**src/rtl/uart_pkg.sv**
```systemverilog
`default_nettype none
// ============================================================================
// Module      : uart_pkg
// Description : Shared types, defaults and helpers for the UART receive path.
// Revision    : 1.0 - initial release
// ============================================================================
package uart_pkg;

    typedef enum logic [2:0] {
        IDLE      = 3'd0,
        START     = 3'd1,
        DATA      = 3'd2,
        PARITY    = 3'd3,
        STOP      = 3'd4,
        WAIT_IDLE = 3'd5
    } uart_rx_state_t;

    localparam int DEFAULT_CLKS_PER_BIT = 16;

    // Even parity: the parity bit that makes the total count of ones even.
    function automatic logic uart_parity(input logic [7:0] data);
        return ^data;
    endfunction

endpackage
`default_nettype wire

```
**src/rtl/uart_sync.sv**
```systemverilog
`default_nettype none
// ============================================================================
// Module      : uart_sync
// Description : Two-flop synchronizer with async active-low reset to RESET_VAL.
// Revision    : 1.0 - initial release
// ============================================================================
module uart_sync #(
    parameter logic RESET_VAL = 1'b1
) (
    input  logic clk,
    input  logic reset,
    input  logic async_i,
    output logic sync_o
);

    logic meta_q;
    logic sync_q;

    always_ff @(posedge clk or negedge reset) begin
        if (!reset) begin
            meta_q <= RESET_VAL;
            sync_q <= RESET_VAL;
        end else begin
            meta_q <= async_i;
            sync_q <= meta_q;
        end
    end

    assign sync_o = sync_q;

endmodule
`default_nettype wire

```
**src/rtl/uart_rx.sv**
```systemverilog
`default_nettype none
// ============================================================================
// Module      : uart_rx
// Description : Oversampling 8-bit UART receiver with optional even parity and
//               a single-entry valid/ready output register.
// Revision    : 1.0 - initial release
// ============================================================================
module uart_rx
    import uart_pkg::*;
#(
    parameter int CLKS_PER_BIT = DEFAULT_CLKS_PER_BIT
) (
    input  logic       clk,
    input  logic       reset,
    input  logic       parity_en,
    input  logic       rx_uart,
    output logic [7:0] rx_data,
    output logic       rx_data_valid,
    input  logic       rx_data_ready,
    output logic       parity_err,
    output logic       frame_err,
    output logic       overrun_err,
    output logic       busy
);

    localparam int                 c_HALF     = CLKS_PER_BIT / 2;
    localparam int                 c_CNT_W    = $clog2(CLKS_PER_BIT);
    localparam logic [c_CNT_W-1:0] c_HALF_END = c_CNT_W'(c_HALF - 1);
    localparam logic [c_CNT_W-1:0] c_BIT_END  = c_CNT_W'(CLKS_PER_BIT - 1);
    localparam logic [c_CNT_W-1:0] c_CNT_ONE  = c_CNT_W'(1);

    logic w_rx_s;

    uart_sync #(
        .RESET_VAL (1'b1)
    ) u_sync (
        .clk     (clk),
        .reset   (reset),
        .async_i (rx_uart),
        .sync_o  (w_rx_s)
    );

    uart_rx_state_t     state_q, state_d;
    logic [c_CNT_W-1:0] cnt_q, cnt_d;
    logic [2:0]         bit_idx_q, bit_idx_d;
    logic [7:0]         shreg_q, shreg_d;
    logic               par_en_q, par_en_d;
    logic               par_bit_q, par_bit_d;
    logic [1:0]         sync_fill_q, sync_fill_d;
    logic [7:0]         data_q, data_d;
    logic               valid_q, valid_d;
    logic               perr_q, perr_d;
    logic               ferr_q, ferr_d;
    logic               ovr_q, ovr_d;
    logic               w_free;

    assign w_free = !valid_q || rx_data_ready;

    always_ff @(posedge clk or negedge reset) begin
        if (!reset) begin
            state_q     <= WAIT_IDLE;
            cnt_q       <= '0;
            bit_idx_q   <= '0;
            shreg_q     <= '0;
            par_en_q    <= 1'b0;
            par_bit_q   <= 1'b0;
            sync_fill_q <= '0;
            data_q      <= '0;
            valid_q     <= 1'b0;
            perr_q      <= 1'b0;
            ferr_q      <= 1'b0;
            ovr_q       <= 1'b0;
        end else begin
            state_q     <= state_d;
            cnt_q       <= cnt_d;
            bit_idx_q   <= bit_idx_d;
            shreg_q     <= shreg_d;
            par_en_q    <= par_en_d;
            par_bit_q   <= par_bit_d;
            sync_fill_q <= sync_fill_d;
            data_q      <= data_d;
            valid_q     <= valid_d;
            perr_q      <= perr_d;
            ferr_q      <= ferr_d;
            ovr_q       <= ovr_d;
        end
    end

    always_comb begin
        state_d     = state_q;
        cnt_d       = cnt_q;
        bit_idx_d   = bit_idx_q;
        shreg_d     = shreg_q;
        par_en_d    = par_en_q;
        par_bit_d   = par_bit_q;
        sync_fill_d = {sync_fill_q[0], 1'b1};
        data_d      = data_q;
        valid_d     = valid_q;
        perr_d      = perr_q;
        ferr_d      = ferr_q;
        ovr_d       = 1'b0;

        if (valid_q && rx_data_ready) begin
            valid_d = 1'b0;
        end

        case (state_q)
            // The synchronizer's reset value is not line data, so the idle
            // check waits until both flops have been refilled from rx_uart.
            WAIT_IDLE: begin
                if (sync_fill_q[1] && w_rx_s) begin
                    state_d = IDLE;
                end
            end
            IDLE: begin
                if (!w_rx_s) begin
                    state_d = START;
                    cnt_d   = '0;
                end
            end
            START: begin
                if (cnt_q == c_HALF_END) begin
                    cnt_d = '0;
                    if (!w_rx_s) begin
                        state_d   = DATA;
                        bit_idx_d = '0;
                        par_en_d  = parity_en;
                    end else begin
                        state_d = IDLE;
                    end
                end else begin
                    cnt_d = cnt_q + c_CNT_ONE;
                end
            end
            DATA: begin
                if (cnt_q == c_BIT_END) begin
                    cnt_d   = '0;
                    shreg_d = {w_rx_s, shreg_q[7:1]};
                    if (bit_idx_q == 3'd7) begin
                        state_d = par_en_q ? PARITY : STOP;
                    end else begin
                        bit_idx_d = bit_idx_q + 3'd1;
                    end
                end else begin
                    cnt_d = cnt_q + c_CNT_ONE;
                end
            end
            PARITY: begin
                if (cnt_q == c_BIT_END) begin
                    cnt_d     = '0;
                    par_bit_d = w_rx_s;
                    state_d   = STOP;
                end else begin
                    cnt_d = cnt_q + c_CNT_ONE;
                end
            end
            STOP: begin
                if (cnt_q == c_BIT_END) begin
                    cnt_d   = '0;
                    state_d = w_rx_s ? IDLE : WAIT_IDLE;
                    if (w_free) begin
                        data_d  = shreg_q;
                        perr_d  = par_en_q && (par_bit_q != uart_parity(shreg_q));
                        ferr_d  = ~w_rx_s;
                        valid_d = 1'b1;
                    end else begin
                        ovr_d = 1'b1;
                    end
                end else begin
                    cnt_d = cnt_q + c_CNT_ONE;
                end
            end
            default: begin
                state_d = WAIT_IDLE;
                cnt_d   = '0;
            end
        endcase
    end

    assign rx_data       = data_q;
    assign rx_data_valid = valid_q;
    assign parity_err    = perr_q;
    assign frame_err     = ferr_q;
    assign overrun_err   = ovr_q;
    assign busy          = (state_q != IDLE);

endmodule
`default_nettype wire

```
**config.mk**
```make
export PLATFORM = sky130hd
export DESIGN_NAME = uart_rx
export DESIGN_NICKNAME = d
export VERILOG_FILES = /design/src/rtl/uart_pkg.sv /design/src/rtl/uart_sync.sv /design/src/rtl/uart_rx.sv
export SDC_FILE = /design/constraint.sdc
export NUM_CORES = 1
export LEC_CHECK = 0
export CORE_ASPECT_RATIO = 0.75
export CORE_MARGIN = 2
export CORE_UTILIZATION = 45
export CTS_CLUSTER_DIAMETER = 80
export DETAILED_ROUTE_END_ITERATION = 12
export GPL_TIMING_DRIVEN = 1
export MAX_ROUTING_LAYER = met4
export PLACE_DENSITY = 0.66
export SKIP_LAST_GASP = 1
export SLEW_MARGIN = 10
export SYNTH_ARGS = -nofsm -noshare
export SYNTH_HDL_FRONTEND = slang
export SYNTH_SLANG_ARGS = --single-unit
```
**constraint.sdc**
```tcl
create_clock -name clk -period 2.7 [get_ports clk]
set_input_delay 0.27 -clock clk [delete_from_list [all_inputs] [get_ports clk]]
set_output_delay 0.27 -clock clk [all_outputs]
set_load 0.05 [all_outputs]
```
==> metrics.yaml, run 1 <==
slew_headroom_pct: 65.2
yosysWarnings: 0
synth_cells: 146
antenna_left: 0
final_common_cell: "dfrtp_1"
grt_antenna_before_repair: 0
slew_violations: 0
p_total_mw: 1.53
syn_nets: 154
syn_avg_cell_area_um2: 11.7
period_share_pct: 88.5
hold_ws_ps: 359
clock_path_buffers: 2
place_congestion: 0.831
route.detailed.drc: 0
cts_hold_buf: 0
core_area_um2: 3660
cts_tree: "built"
reg2reg_depth: 6
ir_worst_vdd_v: 0.000425
clkSinkCount: 36
track_usage_pct: 18.2
dr.pass1.iters: 4
leakagePower_nw: 0.957
crit_required_ps: 2430
worstMarginPinSlew_ps: 509
register_area_um2: 906
startpoint: "state_q[2]"
setup_ws_ps: 310
period_needed_ps: 2390
synth-seq-area-share_pct: 52.9
hp-start: "u_sync.meta_q"
h-tree-depth: 2
maxCapViolations: 0
mappedNetlistArea_um2: 1710
io_buffer_count: 17
yosys.area_share.adder_pct: 2.19
drtIter0Drc: 74
synth_ff_type: "dfrtp_1"
layout-drive-gt1-share_pct: 22.4
rsz0062_at_grt: "false"
tns_ps: 0
skew_ps: 2.16
p_per_area_nw_per_um2: 755
cts_made_buffers: 5
fp-row-count: 19
antennaDiodeCount: 0
die_h_um: 57.4
pre_cts_ws_ps: 611
critPathMaxFanout: 16
grt_max_degree: 37
reg2reg_slack_ps: 560
clk_pin_slew_ps: 70
viasPerCell: 5.24
synth_cell_types: 39
holdPathEnd: "u_sync.sync_o"
multi_input_area_um2: 752
hp-class: "register to register"
grt_pass1_wl_um: 5660
start_util_pct: 46.8
crit_chain: "nor2_2 > nand2_1 > clkdlybuf4s50_1"
cp-start-kind: "register"
r2r-start: "cnt_q[1]"
endpoint_kind: "output port"
vias: 1137
ys_seq_elements: 36
dp_hpwl_um: 2270
cts_resized: 0
synth_compound_area_share_pct: 10.8
max_freq_ghz: 0.418
status: "completed"
fillers: 323
yosys.area_share.simple_pct: 11.5
cts_root_buf: "clkbuf_8"
clock_latency_ps: 280
area_growth_pct: 18.2
synth-async-reset-ratio_pct: 100
yosys.area_share.xor_xnor_pct: 4.09
synth_edf_count: 0
slowest_stage: "clkdlybuf4s50_1"
die-area_um2: 4320
final_cell_mix: "dfrtp_1 (32), mux2_2 (19), clkdlybuf4s50_1 (17)"
nets: 172
crit_arrival_ps: 2120
r2r-end: "bit_idx_q[2]"
crit_type: "register to output port"
synthMuxAreaShare_pct: 15.1
grt_overflow_total: 0
io_pins: 18
whs_path_depth: 0
finalSetupViolCount: 0
grt_pass1_vias: 1201
die_x_um: 75.2
post_cts.repair.setup_buffers: 0
synth_top_family_by_area: "multiplexers"
drt_wl_total_um: 3210
critPathMaxStageDelay_ps: 810
finalHoldViolCount: 0
wire_per_inst_um: 14.8
-- worst max-delay path: cells and delay by family, from the launching register on --
kind	cells	cell delay (ps)
flops	1	740
simple gates	2	290
buf+inv	1	810
-- flip-flops by register name (all words and copies together), names as in the netlist, 2 cells and up --
signal,flops
bit_idx_q,3
cnt_q,4
rx_data,8
shreg_q,8
state_q,3
sync_fill_q,2
-- Yosys cell counts (2+ instances only) --
master      n  area, µm²
xnor2_1     7       61.3
nor2_1      9       33.8
and3_1      3       18.8
mux2_2     19        214
a21oi_1     4       20.0
a21o_1      2       15.0
ha_1        3       37.5
clkbuf_1    6       22.5
mux2_1      3       33.8
nand2_1    16       60.1
nand3_1     3       15.0
dfrtp_1    32        801
inv_1       4       15.0
dfstp_2     4        105
o21ai_0     6       30.0
a2111oi_0   2       17.5
-- stage by stage --
step / util (%) / instance area, µm² / std cells
after floorplan: - / 1710 / 146
after global placement: 52.5 / 1920 / 209
after detailed placement: 52.5 / 1920 / 209
after CTS: 55.3 / 2020 / 217
after global routing: 55.3 / 2020 / 217
final: 55.3 / 2020 / 217
-- kinds of logic after synthesis --
logic type | Yosys count
XOR/XNOR | 8
flip-flops | 36
multiplexers | 23
AO/OA/AOI/OAI | 24
other | 1
buffers and inverters | 12
adder cells (fa/ha/maj) | 3
AND/OR/NAND/NOR | 39
-- where the power goes --
part / switching, mW / total, mW / leakage (nW) / internal, mW
clock: 0.183 / 0.416 / 0.0515 / 0.233
combinational: 0.246 / 0.420 / 0.426 / 0.173
sequential: 0.0961 / 0.692 / 0.479 / 0.596
-- how the worst max path moves through the flow --
stage / end / slack (ps) / depth (start not counted)
after floorplan: state_q[0] / 840 / 7
after global placement: state_q[0] / 660 / 6
after detailed placement: bit_idx_q[2] / 610 / 6
after CTS: busy / 310 / 3
after global routing: busy / 240 / 3
final: busy / 310 / 3
-- cell type report --
cell class | instances | area share, %
Multi-Input combinational cell | 98 | 37.2
Inverter | 4 | 0.742
Tap cell | 52 | 3.22
Timing Repair Buffer | 19 | 9.15
Clock buffer | 8 | 4.95
Sequential cell | 36 | 44.8
-- routing by layer --
layer	up-vias	wire (µm)	track usage, %
li1	550	-	-
met1	550	1450	24.7
met2	35	1540	26.3
met3	2	205	5.30
met4	0	12	6.27
met5	-	0	-
(Power assumes the default switching activity.)
==> run 2: changes to the inputs <==
--- a/config.mk
+++ b/config.mk
@@ -5,14 +5,17 @@
 export SDC_FILE = /design/constraint.sdc
 export NUM_CORES = 1
 export LEC_CHECK = 0
+export CELL_PAD_IN_SITES_DETAIL_PLACEMENT = 0
+export CELL_PAD_IN_SITES_GLOBAL_PLACEMENT = 1
 export CORE_ASPECT_RATIO = 0.75
 export CORE_MARGIN = 2
-export CORE_UTILIZATION = 45
+export CORE_UTILIZATION = 44
 export CTS_CLUSTER_DIAMETER = 80
 export DETAILED_ROUTE_END_ITERATION = 12
 export GPL_TIMING_DRIVEN = 1
 export MAX_ROUTING_LAYER = met4
-export PLACE_DENSITY = 0.66
+export PLACE_DENSITY_LB_ADDON = 0.1
+export SETUP_SLACK_MARGIN = 0.3
 export SKIP_LAST_GASP = 1
 export SLEW_MARGIN = 10
 export SYNTH_ARGS = -nofsm -noshare
==> run 2 against run 1 <==
Wire length is 0.69% higher. Register-to-register slack is essentially flat. Clock power is 12% higher. Total power up 2.5%. Clock skew increased by 4.6 ps. First-iteration DRC count is 38% lower. Core utilization fell by 0.051 points. Combinational power is 3% lower. Hold slack got worse by 2.5 ps. Highest routed layer unchanged.
==> metrics.yaml, run 2 (synthesized netlist as in run 1, its figures left out) <==
status: "completed"
antennaDiodeCount: 0  # unchanged
grt_pass1_wl_um: 5590  # -1.3%
final_common_cell: "dfrtp_1"
crit_required_ps: 2910  # +480 ps
viasPerCell: 5.18  # -1.1%
die-area_um2: 4410  # +2.1%
io_pins: 18  # unchanged
grt_overflow_total: 0  # unchanged
h-tree-depth: 2  # unchanged
finalHoldViolCount: 0  # unchanged
cts_tree: "built"
grt_max_degree: 37  # unchanged
cp-start-kind: "register"
area_growth_pct: 18.9
register_area_um2: 907  # +0.14%
route.detailed.drc: 0  # unchanged
fillers: 324  # +0.31%
startpoint: "cnt_q[1]"
vias: 1124  # -1.1%
period_needed_ps: 2130  # -260 ps
finalSetupViolCount: 0  # unchanged
ir_worst_vdd_v: 0.000374  # -12%
crit_arrival_ps: 2340  # +220 ps
track_usage_pct: 17.3  # -0.92 points
drtIter0Drc: 46  # -38%
critPathMaxFanout: 7  # -9
grt_antenna_before_repair: 0  # unchanged
drt_wl_total_um: 3230  # +0.69%
clock_latency_ps: 290  # about the same
cts_root_buf: "clkbuf_8"
grt_pass1_vias: 1158  # -3.6%
p_per_area_nw_per_um2: 770  # +2.0%
start_util_pct: 46.5  # -0.30 points
dp_hpwl_um: 2220  # -2.2%
cts_made_buffers: 5  # unchanged
r2r-start: "cnt_q[1]"
die_x_um: 76.0  # +1.1%
slew_headroom_pct: 66.4  # +1.2 points
nets: 172  # unchanged
final_cell_mix: "dfrtp_1 (31), mux2_2 (19), nand2_1 (16), clkdlybuf4s50_1 (16), nor2_1 (9)"
reg2reg_depth: 6  # unchanged
clk_pin_slew_ps: 80  # about the same
critPathMaxStageDelay_ps: 430  # -380 ps
maxCapViolations: 0  # unchanged
hp-class: "register to register"
reg2reg_slack_ps: 570  # about the same
slew_violations: 0  # unchanged
skew_ps: 6.76  # +4.60 ps
clkSinkCount: 36  # unchanged
max_freq_ghz: 0.470  # +12%
antenna_left: 0  # unchanged
rsz0062_at_grt: "false"
worstMarginPinSlew_ps: 504  # -5.37 ps
tns_ps: 0  # unchanged
critical_path.endpoint: "state_q[0]"
r2r-end: "state_q[0]"
clock_path_buffers: 2  # unchanged
design_area_um2: 2030  # +0.56%
slowest_stage: "or3_1"
fp-row-count: 19  # unchanged
layout-drive-gt1-share_pct: 23.0  # +0.61 points
endpoint_kind: "register"
crit_chain: "ha_1 > and3_1 > nand3b_4 > o311ai_4 > or3_1 > a221o_1"
core_area_um2: 3680  # +0.65%
leakagePower_nw: 0.970  # +1.3%
place_congestion: 0.805  # -3.1%
dr.pass1.iters: 4  # unchanged
period_share_pct: 78.9  # -9.6 points
wire_per_inst_um: 14.9  # +0.69%
crit_type: "register to register"
postPlaceCellArea_um2: 1920  # unchanged
io_buffer_count: 17  # unchanged
cts_hold_buf: 0  # unchanged
die_h_um: 58.0  # +1.1%
multi_input_area_um2: 752  # unchanged
run 2: final cells by class:
| cell class | count | share of cell area, % |
|---|---|---|
| clock buffer | 6 | 3.57 |
| clock inverter | 2 | 1.72 |
| inverter | 4 | 0.738 |
| timing repair buffer | 19 | 9.23 |
| tap | 52 | 3.20 |
| multi-input combinational | 98 | 37.0 |
| sequential | 36 | 44.6 |
run 2: worst min-delay path by stage:
stage | startpoint | end | slack, ps | depth (start not counted)
floorplan | reset | bit_idx_q[0] | -30 | 0
global placement | sync_fill_q[0] | sync_fill_q[1] | 330 | 0
detailed placement | sync_fill_q[0] | sync_fill_q[1] | 350 | 0
CTS | u_sync.meta_q | u_sync.sync_o | 360 | 0
global route | u_sync.meta_q | u_sync.sync_o | 360 | 0
finish | u_sync.meta_q | u_sync.sync_o | 360 | 0
run 2: power breakdown:
part	internal, mW	total, mW	switching (mW)
Sequential	0.596	0.692	0.0958
Clock	0.274	0.465	0.191
Combinational	0.172	0.409	0.237
run 2: layer usage:
layer / track usage (%) / vias to the layer above / part of all wire (%)
li1: - / 550 / -
met1: 23.5 / 537 / 51
met2: 24.7 / 30 / 42
met3: 6.39 / 7 / 5.1
met4: 4.68 / 0 / 1.6
met5: - / - / 0
run 2: per-stage QoR:
step | power, mW | worst slack [ps] | hold WS, ps | util (%) | std cells
3_3_place_gp | 1.09 | 643 | 333 | 52.2 | 209
5_1_grt | 1.66 | 391 | 362 | 55.2 | 217
3_5_place_dp | 1.11 | 596 | 347 | 52.2 | 209
6_report | 1.57 | 571 | 356 | 55.2 | 217
2_1_floorplan | 1.00 | 837 | -25.6 | - | 146
4_1_cts | 1.58 | 306 | 357 | 55.1 | 217
run 2: critical path, delay by kind of cell, from the launching register on:
kind / cells / cell delay, ps
DFF: 1 / 390
AOI/OAI and AO/OA: 2 / 460
and+or+nand+nor: 3 / 990
adders and majority gates: 1 / 220
run 2: what timing repair did:
action / in CTS / in global routing
gates resized for setup: 0 / 2
setup endpoints to repair: 0 / 1
buffers inserted: 0 / 0
==> run 3: changes to the inputs <==
--- a/config.mk
+++ b/config.mk
@@ -9,7 +9,7 @@
 export CELL_PAD_IN_SITES_GLOBAL_PLACEMENT = 1
 export CORE_ASPECT_RATIO = 0.75
 export CORE_MARGIN = 2
-export CORE_UTILIZATION = 44
+export CORE_UTILIZATION = 40
 export CTS_CLUSTER_DIAMETER = 80
 export DETAILED_ROUTE_END_ITERATION = 12
 export GPL_TIMING_DRIVEN = 1
==> constraint.sdc (replaced) <==
create_clock -name clk -period 1.7 [get_ports clk]
set_input_delay 0.17 -clock clk [delete_from_list [all_inputs] [get_ports clk]]
set_output_delay 0.17 -clock clk [all_outputs]
set_load 0.05 [all_outputs]
==> run 3 against run 2 <==
The run now ends with setup timing left. Cell count is 17% higher. Via count is 15% higher. Critical path depth is 1 higher. Clock power is 42% higher. Core utilization is 5.1 points higher. Combinational power grew to 3.3 times the previous value. Die area is 9.4% higher. Fmax is 16% higher. Clock skew is 1.6 ps lower. Sequential share of layout area is 7.7 points lower. Largest power group is now combinational logic.
==> metrics.yaml, run 3 (synthesized netlist as in run 1, its figures left out) <==
cts_hold_buf: 0  # unchanged
grt_pass1_wl_um: 6300  # +13%
dp_hpwl_um: 2520  # +14%
die-area_um2: 4820  # +9.4%
final_common_cell: "dfrtp_1"
reg2reg_depth: 7  # +1
cts_made_buffers: 5  # unchanged
crit_required_ps: 1910  # -1000 ps
clock_latency_ps: 290  # about the same
start_util_pct: 42.0  # -4.5 points
fp-row-count: 20  # +1
sequentialPowerShare_pct: 34.3  # -9.9 points
p_sw_mw: 1.06  # +100%
intPower_mw: 2.00  # +92%
period_share_pct: 108  # +29 points
drtIter0Drc: 87  # +89%
r2r-end: "state_q[0]"
p_per_area_nw_per_um2: 1240  # +61%
crit_arrival_ps: 2050  # -290 ps
route.detailed.drc: 0  # unchanged
io_buffer_count: 17  # unchanged
skew_ps: 5.15  # -1.61 ps
setup_ws_ps: -131  # -702 ps
die_x_um: 79.5  # +4.6%
antennaDiodeCount: 0  # unchanged
cts_root_buf: "clkbuf_8"
crit_type: "register to register"
dr.pass1.iters: 4  # unchanged
power_frac_clock_pct: 21.7  # -8.0 points
design_area_um2: 2460  # +21%
track_usage_pct: 18.4  # +1.1 points
finalHoldViolCount: 0  # unchanged
final_cell_mix: "dfrtp_1 (32), buf_4 (29), mux2_2 (13)"
reg2reg_slack_ps: -130  # -700 ps
startpoint: "cnt_q[1]"
core_area_um2: 4080  # +11%
critPathMaxFanout: 4  # -3
critical_path.endpoint: "state_q[0]"
power_frac_comb_pct: 44.1  # +18 points
max_freq_ghz: 0.546  # +16%
layout-drive-gt1-share_pct: 44.7  # +22 points
cts_tree: "built"
die_h_um: 60.7  # +4.5%
hp-class: "input pin to register"
clk_pin_slew_ps: 70  # about the same
viasPerCell: 5.09  # -1.8%
whs_path_depth: 1  # +1
grt_antenna_before_repair: 0  # unchanged
slew_violations: 0  # unchanged
h-tree-depth: 2  # unchanged
ir_worst_vdd_v: 0.000767  # +100%
period_needed_ps: 1830  # -298 ps
clkSinkCount: 36  # unchanged
r2r-start: "cnt_q[1]"
drt_wl_total_um: 3790  # +17%
vias: 1292  # +15%
maxCapViolations: 0  # unchanged
finalSetupViolCount: 4  # +4
wire_per_inst_um: 14.9  # +0.22%
sw_frac_of_total_pct: 34.7  # +1.2 points
clock_path_buffers: 2  # unchanged
area_growth_pct: 43.6
grt_overflow_total: 0  # unchanged
io_pins: 18  # unchanged
status: "finished with violations"
violations: "setup timing"
grt_max_degree: 37  # unchanged
place_congestion: 0.869  # +7.9%
leakagePower_nw: 1.25  # +29%
cp-start-kind: "register"
postPlaceCellArea_um2: 2140  # +11%
hold_ws_ps: 286  # -70.4 ps
nets: 206  # +20%
rsz0062_at_grt: "true"
endpoint_kind: "register"
grt_pass1_vias: 1284  # +11%
antenna_left: 0  # unchanged
## run 3: cell types whose count changed in the layout (fill, tap and decap cells not counted), sizes merged
cell	change
buf	+36
clkdlybuf4s50	-12
dlygate4sd2	+11
clkbuf	+2
bufinv	-1
clkinv	-1
dlymetal6s2s	-1
## run 3: how the worst min path moves through the flow
stage	startpoint	to	slack, ps
final	rx_uart	u_sync.meta_q	290
after global routing	rx_uart	u_sync.meta_q	300
after CTS	rx_uart	u_sync.meta_q	280
after detailed placement	u_sync.meta_q	u_sync.sync_o	350
after global placement	sync_fill_q[0]	sync_fill_q[1]	330
after floorplan	reset	bit_idx_q[0]	-130
## run 3: power by group through the flow
stage	logic (mW)	registers, mW	clock network (mW)
after floorplan	0.628	1.01	0
after global placement	1.05	1.04	0
after detailed placement	1.08	1.04	0
after CTS	1.26	1.04	0.673
after global routing	1.43	1.06	0.723
final	1.35	1.05	0.662
## run 3: metrics by stage
step	instances	setup WS [ps]	power, mW	utilization, %	TNS, ps
2_1_floorplan	146	-102	1.63	-	-420
4_1_cts	252	-117	2.97	58.8	-425
5_1_grt	254	-236	3.21	60.3	-1180
3_5_place_dp	236	-191	2.12	52.4	-1330
6_report	254	-131	3.06	60.3	-316
3_3_place_gp	236	-95.2	2.09	52.4	-574
## run 3: timing repair
action	4_1_cts	5_1_grt
endpoints found under the hold margin	0	0
setup buffers	8	2
resized for setup	38	10
pin swaps	9	5
endpoints found under the setup margin	41	30
## run 3: critical path: stages, from the launching register on
cell and delay (ps):
dfrtp_1 370, ha_2 200, buf_6 110, nand2_4 60, o211ai_4 210, o311ai_4 150
or3_4 350, a221o_1 300
## run 3: per-layer routing
metal  wire length (µm)  GRT usage, %  vias up  share of wire [%]
met5                  0             -        -                  0
met4                 51          6.16        0                1.3
met2               1750          27.6       30                 46
met3                157          4.46        9                4.1
li1                   -             -      624                  -
met1               1830          24.9      629                 48
## run 3: final cells by class
| cell class | count | area [µm²] |
|---|---|---|
| clock buffers | 8 | 100 |
| fillers | 343 | 1620 |
| inverters | 4 | 15.0 |
| multi-input cells | 98 | 901 |
| flip-flops and latches | 36 | 906 |
| well taps | 55 | 68.8 |
| repair buffers | 53 | 468 |
